## src/rtl/mem_port_arbiter.sv

```systemverilog
// Arbiter sharing one single-ported memory between the IF and MEM pipeline stages.
// Each access runs IDLE grant -> WAIT for RAM_ACK -> one-cycle DONE with a VALID pulse.
module mem_port_arbiter #(
  parameter int ADDR_W       = 32,
  parameter int DATA_W       = 32,
  parameter int STARVE_LIMIT = 4,
  parameter int TIMEOUT      = 15
) (
  input  logic              CLOCK,
  input  logic              RESET,
  input  logic              IF_REQ,
  input  logic [ADDR_W-1:0] IF_ADDR,
  output logic [DATA_W-1:0] IF_RDATA,
  output logic              IF_VALID,
  input  logic              MEM_REQ,
  input  logic              MEM_WE,
  input  logic [ADDR_W-1:0] MEM_ADDR,
  input  logic [DATA_W-1:0] MEM_WDATA,
  output logic [DATA_W-1:0] MEM_RDATA,
  output logic              MEM_VALID,
  output logic              RAM_REQ,
  output logic              RAM_WE,
  output logic [ADDR_W-1:0] RAM_ADDR,
  output logic [DATA_W-1:0] RAM_WDATA,
  input  logic [DATA_W-1:0] RAM_RDATA,
  input  logic              RAM_ACK,
  output logic              STALL_IF,
  output logic              STALL_MEM,
  output logic              ERR
);

  localparam int SW = $clog2(STARVE_LIMIT + 1);
  localparam int TW = $clog2(TIMEOUT + 1);
  localparam logic [SW-1:0] STARVE_MAX = SW'(STARVE_LIMIT);
  localparam logic [TW-1:0] TMO_LAST   = TW'(TIMEOUT - 1);

  typedef enum logic [1:0] {IDLE, IF_WAIT, MEM_WAIT, DONE} state_t;

  state_t            state_q, state_d;
  logic              ram_req_q, ram_req_d;
  logic              ram_we_q, ram_we_d;
  logic [ADDR_W-1:0] ram_addr_q, ram_addr_d;
  logic [DATA_W-1:0] ram_wdata_q, ram_wdata_d;
  logic [DATA_W-1:0] if_rdata_q, if_rdata_d;
  logic [DATA_W-1:0] mem_rdata_q, mem_rdata_d;
  logic              if_valid_q, if_valid_d;
  logic              mem_valid_q, mem_valid_d;
  logic              err_q, err_d;
  logic [SW-1:0]     starve_q, starve_d;
  logic [TW-1:0]     tmo_q, tmo_d;
  logic              contested;
  logic              mem_wins;

  always_comb begin
    state_d     = state_q;
    ram_req_d   = ram_req_q;
    ram_we_d    = ram_we_q;
    ram_addr_d  = ram_addr_q;
    ram_wdata_d = ram_wdata_q;
    if_rdata_d  = if_rdata_q;
    mem_rdata_d = mem_rdata_q;
    if_valid_d  = 1'b0;
    mem_valid_d = 1'b0;
    err_d       = err_q;
    starve_d    = starve_q;
    tmo_d       = tmo_q;
    contested   = IF_REQ && MEM_REQ;
    mem_wins    = MEM_REQ && !(contested && (starve_q == STARVE_MAX));

    unique case (state_q)
      IDLE: begin
        tmo_d = '0;
        if (mem_wins) begin
          ram_req_d   = 1'b1;
          ram_we_d    = MEM_WE;
          ram_addr_d  = MEM_ADDR;
          ram_wdata_d = MEM_WDATA;
          state_d     = MEM_WAIT;
          // A contested MEM win only happens below the limit, so this saturates.
          if (contested) starve_d = starve_q + 1'b1;
        end else if (IF_REQ) begin
          ram_req_d  = 1'b1;
          ram_we_d   = 1'b0;
          ram_addr_d = IF_ADDR;
          starve_d   = '0;
          state_d    = IF_WAIT;
        end
      end
      IF_WAIT, MEM_WAIT: begin
        if (RAM_ACK) begin
          ram_req_d = 1'b0;
          ram_we_d  = 1'b0;
          tmo_d     = '0;
          state_d   = DONE;
          if (state_q == IF_WAIT) begin
            if_rdata_d = RAM_RDATA;
            if_valid_d = 1'b1;
          end else begin
            if (!ram_we_q) mem_rdata_d = RAM_RDATA;
            mem_valid_d = 1'b1;
          end
        end else if (tmo_q == TMO_LAST) begin
          // Abort: requester keeps stalling and is re-arbitrated from IDLE.
          ram_req_d = 1'b0;
          ram_we_d  = 1'b0;
          err_d     = 1'b1;
          tmo_d     = '0;
          state_d   = IDLE;
        end else begin
          tmo_d = tmo_q + 1'b1;
        end
      end
      DONE: state_d = IDLE;
      default: state_d = IDLE;
    endcase
  end

  always_ff @(posedge CLOCK or negedge RESET) begin
    if (!RESET) begin
      state_q     <= IDLE;
      ram_req_q   <= 1'b0;
      ram_we_q    <= 1'b0;
      ram_addr_q  <= '0;
      ram_wdata_q <= '0;
      if_rdata_q  <= '0;
      mem_rdata_q <= '0;
      if_valid_q  <= 1'b0;
      mem_valid_q <= 1'b0;
      err_q       <= 1'b0;
      starve_q    <= '0;
      tmo_q       <= '0;
    end else begin
      state_q     <= state_d;
      ram_req_q   <= ram_req_d;
      ram_we_q    <= ram_we_d;
      ram_addr_q  <= ram_addr_d;
      ram_wdata_q <= ram_wdata_d;
      if_rdata_q  <= if_rdata_d;
      mem_rdata_q <= mem_rdata_d;
      if_valid_q  <= if_valid_d;
      mem_valid_q <= mem_valid_d;
      err_q       <= err_d;
      starve_q    <= starve_d;
      tmo_q       <= tmo_d;
    end
  end

  assign RAM_REQ   = ram_req_q;
  assign RAM_WE    = ram_we_q;
  assign RAM_ADDR  = ram_addr_q;
  assign RAM_WDATA = ram_wdata_q;
  assign IF_RDATA  = if_rdata_q;
  assign MEM_RDATA = mem_rdata_q;
  assign IF_VALID  = if_valid_q;
  assign MEM_VALID = mem_valid_q;
  assign ERR       = err_q;
  assign STALL_IF  = IF_REQ && !if_valid_q;
  assign STALL_MEM = MEM_REQ && !mem_valid_q;

endmodule

```

## config.mk

```make
export PLATFORM = sky130hd
export DESIGN_NAME = mem_port_arbiter
export DESIGN_NICKNAME = d
export VERILOG_FILES = /design/src/rtl/mem_port_arbiter.sv
export SDC_FILE = /design/constraint.sdc
export NUM_CORES = 1
export LEC_CHECK = 0
export CORE_AREA = 2 2 129 131
export CTS_CLUSTER_DIAMETER = 120
export DETAILED_ROUTE_END_ITERATION = 12
export DIE_AREA = 0 0 131 133
export PLACE_DENSITY_LB_ADDON = 0.25
export SLEW_MARGIN = 20
export SYNTH_ARGS = -nofsm -noshare
export SYNTH_HDL_FRONTEND = slang
export SYNTH_SLANG_ARGS = --single-unit
```

## constraint.sdc

```tcl
create_clock -name CLOCK -period 1.72 [get_ports CLOCK]
set_input_delay 0.516 -clock CLOCK [delete_from_list [all_inputs] [get_ports CLOCK]]
set_output_delay 0.516 -clock CLOCK [all_outputs]
set_load 0.01 [all_outputs]
```

# After elaboration in Yosys (flattened, before gate mapping)
# Cells that the tools add are included.
word_totals:
  regBits: 142
  in_bits: 134
  output_inout_bits: 135
  word_cells: 72
op_classes:
  add_sub_neg: 2
  eq_ne: 8
  muxes: 27
  bitwise: 3
  reduce_logical: 20
ops:
  columns: ["cell", "n"]
  rows:
  - ["32-bit 2-to-1 mux", 2]
  - ["1-bit 2-to-1 mux", 12]
  - ["3-bit AND reduction", 4]
  - ["3-bit 2-to-1 mux", 3]
  - ["2-bit 2-to-1 mux", 4]
  - ["4-bit 2-to-1 mux", 2]
  - ["4-bit case mux with 2 select lines", 1]
  - ["3-bit inequality test, second input constant", 2]
  - ["2-bit case mux with 3 select lines", 1]
  - ["2-bit AND reduction", 3]
  - ["1-bit logical AND", 5]
  - ["4-bit by 1-bit adder with 4-bit output, second input constant", 1]
  - ["2-bit equality test, second input constant", 2]
  - ["4-bit equality test, second input constant", 1]
  - ["1-bit case mux with 2 select lines", 2]
  - ["4-bit AND reduction", 1]
  - ["2-bit nonzero test", 2]
  - ["3-bit by 1-bit adder with 3-bit output, second input constant", 1]
  - ["3-bit equality test, second input constant", 1]
  - ["1-bit logical NOT", 3]
  - ["1-bit NOT", 3]
  - ["2-bit by 1-bit equality test with 1-bit output, second input constant", 1]
  - ["2-bit logical NOT", 1]
  - ["2-bit inequality test, second input constant", 1]
  - ["2-bit OR reduction", 1]

# Longest topological paths before layout
# Gate-level depths: netlist (run 1).
logic_depth:
  word_depth: 6
  ltp_mapped: 7
  ltp_nobuf: 5

# Least setup slack after synthesis (run 1)
# Ideal clock, no wire load.
synth_path:
  path_kind: "input to output"
  from: "input port MEM_REQ"
  to: "output port STALL_MEM"
  arrival_ns: 1.326
  required_ns: 1.204
  slack_ns: -0.122
  path_stages: 4
  path_buffers: 3
  path_cell_list: "buf_4 -> buf_2 -> clkbuf_1 -> nor2b_1"
synth_via:
  elab_chain_len: 1
synth_rtl:
  columns: ["item", "line", "rtl"]
  rows:
  - ["start, declared", "15", "input logic MEM_REQ,"]
  - ["1-bit logical AND", "158", "assign STALL_MEM = MEM_REQ && !mem_valid_q;"]
  - ["end, declared", "28", "output logic STALL_MEM,"]
# No other way between the ends.

# Worst setup path in the final report (run 1)
layout_path:
  from: "register state_q[1]"
  to: "register mem_rdata_q[3] (netlist: MEM_RDATA[3])"
layout_via:
  elab_chain_len: 3
  elab_cells_between_ends: 5
  cone_classes: "eq/ne: 2; bitwise: 1; reduce/logical: 2"
layout_rtl:
  columns: ["item", "line", "rtl"]
  rows:
  - ["start, declared", "39", "state_t state_q, state_d;"]
  - ["start signal, assigned", "133", "state_q <= state_d;"]
  - ["2-bit by 1-bit equality test with 1-bit output or 2-bit equality test (tied branches)", "70, 95", null]
  - ["2-bit OR reduction or 1-bit NOT (tied branches)", null, null]
  - ["4-bit AND reduction (no source line) (*)", null, null]
  - ["end signal, assigned", "139", "mem_rdata_q <= mem_rdata_d;"]
  - ["end, declared", "45", "logic [DATA_W-1:0] mem_rdata_q, mem_rdata_d;"]
# Mark *: on every way between the ends. The rest lies on a longest branch, timed or not.
# A chain may end at the register's enable or synchronous reset.

==> results of run 1 <==
## what timing repair did
action | CTS | global route
cloned | 0 | 1
gates resized for setup | 143 | 17
endpoints found under the setup margin | 208 | 37
setup buffers | 0 | 1
## sequential cells by signal (all words and copies together) (netlist names)
signal and count:
RAM_WDATA 32, tmo_q 4, RAM_WE 1, state_q 2, RAM_REQ 1, IF_VALID 1, ERR 1, IF_RDATA 32
RAM_ADDR 32, MEM_VALID 1, starve_q 3, MEM_RDATA 32
## worst max-delay path by stage
stage                    end        from  depth (start not counted)  slack, ns
4_1_cts        MEM_RDATA[25]  state_q[1]                          6     -0.009
3_5_place_dp        STALL_IF      IF_REQ                          3      -0.53
6_report        MEM_RDATA[3]  state_q[1]                          7      0.004
2_1_floorplan      STALL_MEM     MEM_REQ                          4      0.005
3_3_place_gp        STALL_IF      IF_REQ                          3      -0.50
5_1_grt         MEM_RDATA[6]  state_q[1]                          7      -0.08
## Yosys cell counts, types with 7 or more instances
cell type	n
inv_1	11
nand4_1	34
buf_6	7
clkbuf_1	10
dfrtp_1	142
buf_2	12
ha_1	8
o211ai_1	32
mux2_2	94
nand2_1	72
## logic make-up (layout without fill, tap and decap cells)
group | Yosys count | in the layout
and+or+nand+nor | 123 | 123
adders and majority gates | 8 | 8
AOI/OAI and AO/OA | 52 | 52
muxes | 98 | 98
buffers and inverters | 45 | 343
DFF | 142 | 142
## layout make-up
cell class                 count  area (sq um)  area share
sequential                   142          3550       0.372
timing repair buffer         302          2900       0.303
clock inverter                10          92.6     0.00968
clock buffer                  20           457      0.0477
multi-input combinational    281          2250       0.235
tap                          220           275      0.0288
inverter                      11          41.3     0.00432
## routing by layer
| layer | up-vias | GRT usage |
|---|---|---|
| li1 | 2249 | - |
| met4 | 0 | 0.0597 |
| met5 | - | 0 |
| met3 | 16 | 0.0853 |
| met2 | 209 | 0.336 |
| met1 | 2380 | 0.225 |
## power groups by stage
stage          Clock [W]  Sequential (W)  Combinational, W
2_1_floorplan          0         0.00660           0.00330
5_1_grt          0.00367         0.00602           0.00840
3_3_place_gp           0         0.00582           0.00859
3_5_place_dp           0         0.00592           0.00877
6_report         0.00342         0.00582           0.00774
4_1_cts          0.00350         0.00583           0.00768
## metrics by stage
stage | hold WS (ns) | setup TNS (ns) | worst slack (ns) | std cells | power (W)
2_1_floorplan | 0.220 | 0 | 0.00525 | 468 | 0.00990
3_3_place_gp | 0.451 | -51.87 | -0.498 | 954 | 0.0144
3_5_place_dp | 0.450 | -53.13 | -0.531 | 954 | 0.0147
4_1_cts | 0.00619 | -0.0424 | -0.00880 | 984 | 0.0170
5_1_grt | 0.0172 | -1.65 | -0.0794 | 986 | 0.0181
6_report | -0.00575 | 0 | 0.00402 | 986 | 0.0170
## critical path, stage by stage, from the launching register on
cell and delay, ns:
dfrtp_1 0.36, inv_2 0.06, ha_4 0.28, nand2_4 0.06, nor3_4 0.25, buf_6 0.14
buf_6 0.12, mux2_2 0.33
==> impl_results.md, run 1 <==
- Sw Ratio: 0.340
- Clk pwr share: 0.202
- Fill cell count: 1,371
- Final period utilization: 0.998
- Num CTS Buffers: 17
- Share of layout cells above drive strength 1: 0.227
- Failing checks: hold timing
- DR vias: between 4k and 5k
- Metal3 WL: around 1.9 mm
- Reg2Reg Setup Slack: approximately 0.004 ns
- DRT antenna net count: 0
- Reg2reg start: state_q[1]
- Design Area, Final: 0.00957 sq mm
- Via density: approximately 5
- DR DRC count: 0
- Pint: about 0.011 W
- Most frequent cells in the layout: dfrtp_1, dlygate4sd2_1, clkdlybuf4s50_1
- Worst min path class: input pin to async pin
- Worst-margin pin slew: about 0.44 ns
- Hold_buf cts: 0
- Drt wl/cell: approximately 17 um
- Nature of the critical path startpoint: flop
- Crit-path max FO: 5
- Max Freq: just under 600 MHz
- Clock transition at the registers of the reported paths: approximately 0.06 ns
- Pwr Density: 1780 mW/mm^2
- IO Count: 269
- Sequential area share after synthesis: 0.592
- Synth unique cells: 40
- Setup crit end kind: flop
- Complex-gate fraction of the synthesized area: 0.0663
- Final hold viol count: 2
- Largest net degree at the start of global routing: between 40 and 50
- Clk Latency, worst-skew pair: around 0.42 ns
- Data required, critical path: approximately 2 ns
- Share of synthesized flip-flops with an asynchronous set or reset: 1.00
- RSZ-0062 raised after global routing: yes
- M1 wire length: roughly 6.6 mm
- CTS tree: yes
- Commonest non-fill, non-tap cell in the layout: dfrtp_1
- First-pass GRT wire length: around 27 mm
- Synth area leaders: dfrtp_1, mux2_2, nand2_1, o211ai_1, nand4_1
- Largest family of logic cells by synthesized area: multiplexers
- Top FF cell, synth: dfrtp_1
- Rows: 47
- Register share of total power: 0.343
- Clk sinks: roughly 140
- First DRT Iteration DRCs: between 100 and 150
- Worst slew margin: 0.707
- Synthesized area per cell: 12.8 sq um
- P_leak: roughly 4.3 nW
- Area grow syn2layout: 59.4%
- Yosys warnings: 0
- Synth Instances: 468
- Synth Area in XOR/XNOR: 0
- Top sig layer: met4
- DR WL met2: between 8 and 9 mm
- Input/output buffers: 268
- Synth area leader: dfrtp_1
- Tmin final: roughly 1.7 ns
- Yosys reg bits: between 100 and 150
- Setup-failing EPs final: 0
- Area of the core: roughly 0.016 sq mm
- Synth Area in Adders: 0.0167
- Crit path arrival time: between 2 and 2.5 ns
- Total grt overflow: 0
- Tightest hold margin: -0.00575 ns
- Crit Path Class: flop to flop
- Synth top area share: 0.592
- Die footprint: between 0.015 and 0.02 sq mm
- Antenna cell count: 0
- Syn Nets: 610
- Post-layout util: 0.592
- Maximum vdd drop: around 0.0011 V
- Cell Area, Synth: ~0.006 sq mm
- Placed cell areas: roughly 0.0091 sq mm
- Vias in the first global route: about 5.2k
- Clock skew: 0.00715 ns
- Max cap viols: 0
- Simple-gate share of the synthesized area: 0.101
- Post-synth EDFFs: 0
- Final nets: between 800 and 900
- Hpwl dp: 12.4 mm
- RR Endpoint: MEM_RDATA[3]
- Run status: complete, but fails checks
- GRT Overall Usage: 0.198
- Root Buffer: clkbuf_16
- Routed wire length: between 15 and 20 mm
- H-tree Lvls: 4
- Initial core utilization: 0.371
- Initial antenna violation count: 0
- Pre-Repair DR Iteration Count: 5
- Switching pwr: between 0.005 and 0.006 W
- Final max-slew violation count: 0
- Clock Path Buffers: 2
- Final GP Congestion: 0.775
- Combinational fraction of design power: 0.456
- Die width: about 130 um
- Mux cell area share after synthesis: 0.184
- R2R cell count: 7
- Die height: approximately 130 um
(Power assumes the default switching activity.)
==> run 2, diff against run 1 <==
Settings changed: PLACE_DENSITY set to 0.72, PLACE_DENSITY_LB_ADDON 0.25 to not set.
==> impl_results.md, run 2 (synthesized netlist as in run 1, its figures left out) <==
- Run status: complete, but fails checks
- Failing checks: setup timing
- Input/output buffers: approximately 270
- Antenna cell count: 0
- Delay-heaviest family, CP: flip-flops
- First DRT Iteration DRCs: approximately 140
- Crit path buffers/inverters: 3
- Sw Ratio: 0.337
- Pint: approximately 0.012 W
- Switching pwr: 0.00597 W
- Crit Path Class: flop to flop
- Rows: between 40 and 50
- Final hold viol count: 0
- RSZ-0062 raised after global routing: yes
- Setup-failing EPs final: 3
- Vias in the first global route: ~5.5k
- Clock skew: approximately 0.009 ns
- Hpwl dp: approximately 13 mm
- Multi-input logic area: approximately 0.0023 sq mm
- Register share of total power: 0.331
- Share of layout cells above drive strength 1: 0.237
- Placed cell areas: just over 0.009 sq mm
- DR DRC count: 0
- Most frequent cells in the layout: dfrtp_1, dlygate4sd2_1, clkdlybuf4s50_1
- Clk Latency, worst-skew pair: around 0.41 ns
- Area of the core: about 0.016 sq mm
- Via density: ~5.0
- Drt wl/cell: around 18 um
- Crit path arrival time: 2.01 ns
- Initial core utilization: 0.371
- Total Power: 0.0177 W
- Num CTS Buffers: 17
- GRT Overall Usage: 0.208
- Combinational fraction of design power: 0.470
- Largest net degree at the start of global routing: between 40 and 50
- CTS tree: yes
- DR vias: roughly 5k
- Setup slack after layout: -0.00114 ns
- Tightest hold margin: 0.00470 ns
- IO Count: about 270
- Clock Path Buffers: 2
- Max Freq: between 500 and 600 MHz
- Design Area, Final: a little under 0.01 sq mm
- Pre-Repair DR Iteration Count: 4
- DRT antenna net count: 0
- H-tree Lvls: 4
- Setup crit end kind: flop
- CP max-delay cell: dfrtp_1
- Final period utilization: 1.00
- Fill cell count: ~1.3k
- Clk sinks: 142
- Routed wire length: approximately 18 mm
- Area grow syn2layout: 62.9%
- Dpl ws: -0.661 ns
- Pwr Density: between 1500 and 2000 mW/mm^2
- Final GP Congestion: just over 0.8
- Root Buffer: clkbuf_16
- Die footprint: 0.0174 sq mm
- Crit-path max FO: 5
- Tmin final: approximately 1.7 ns
- Clk pwr share: 0.200
- CP cell instances: inv_2 -> ha_4 -> nand2_4 -> nor3_4 -> buf_6 -> buf_6 -> mux2_1
- Commonest non-fill, non-tap cell in the layout: dfrtp_1
- P_leak: 4.42 nW
- Worst min path class: input pin to async pin
- Hold_buf cts: 0
- Post-layout util: 0.604
- Worst slew margin: 0.684
- Total grt overflow: 0
- Final nets: between 900 and 1k
- Data required, critical path: 2.01 ns
- Final max-slew violation count: 0
- Nature of the critical path startpoint: flop
- Max cap viols: 0
- Die height: 133 um
- First-pass GRT wire length: approximately 28 mm
- Initial antenna violation count: 0
- Clock transition at the registers of the reported paths: approximately 0.060 ns
- Maximum vdd drop: 0.00104 V
- Worst path most repeated cell: buf_6
- Max incr delay on CP: 0.37 ns
- Worst-margin pin slew: about 0.47 ns
- Die width: around 130 um
- Sequential cell area: between 0.003 and 0.004 sq mm
[run 2: cell types whose count changed in the layout (fill, tap and decap cells not counted), sizes merged]
cell,previous run,this run
clkinv,5,6
clkbuf,20,24
clkinvlp,4,2
bufinv,1,2
clkdlybuf4s15,2,3
dlygate4sd2,134,132
buf,36,40
[run 2: power groups by stage]
stage / combinational (W) / sequential, W / clock, W
global route: 0.00899 / 0.00605 / 0.00379
floorplan: 0.00330 / 0.00660 / 0
finish: 0.00832 / 0.00586 / 0.00354
detailed placement: 0.00882 / 0.00595 / 0
CTS: 0.00801 / 0.00585 / 0.00364
global placement: 0.00861 / 0.00584 / 0
[run 2: layout make-up]
type                            instances  share of cell area
Sequential cell                       142               0.364
Multi-Input combinational cell        281               0.240
Inverter                               11             0.00422
Tap cell                              220              0.0282
Clock buffer                           21              0.0461
Clock inverter                         10              0.0119
Timing Repair Buffer                  308               0.306
[run 2: final timing paths]
check | from | end | slack (ns) | cells past startpoint
worst max-delay path | state_q[1] | MEM_RDATA[5] | -0.001 | 7
worst min-delay path | RESET | IF_RDATA[21] | 0.005 | 1
worst max register to register | state_q[1] | MEM_RDATA[5] | -0.001 | 7
worst min register to register | MEM_RDATA[30] | MEM_RDATA[30] | 0.48 | 1
max in group asynchronous | RESET | RAM_WDATA[26] | 1.14 | 2
min in group CLOCK | MEM_RDATA[30] | MEM_RDATA[30] | 0.48 | 1
[run 2: repair_timing]
item | CTS | global route
buffers inserted | 2 | 2
gates resized for setup | 149 | 39
cloned | 2 | 1
pin swaps | 1 | 3
setup endpoints to repair | 231 | 39
[run 2: per-layer routing]
layer,vias up,track usage,part of all wire
li1,2251,-,-
met1,2498,0.232,0.39
met2,222,0.359,0.51
met3,18,0.0833,0.093
met4,0,0.0709,0.013
met5,-,0,0
[run 2: worst register-to-register path, delay by kind of cell, from the launching register on]
family	cells	cell delay, ns
buffers and inverters	3	0.36
multiplexers	1	0.32
flip-flops	1	0.37
adder cells (fa/ha/maj)	1	0.27
AND/OR/NAND/NOR	2	0.28
[run 2: metrics by stage]
stage	std cells	setup TNS, ns
global route	993	-1.40
CTS	991	-0.0788
global placement	956	-58.00
finish	993	-0.00189
floorplan	468	0
detailed placement	956	-60.52
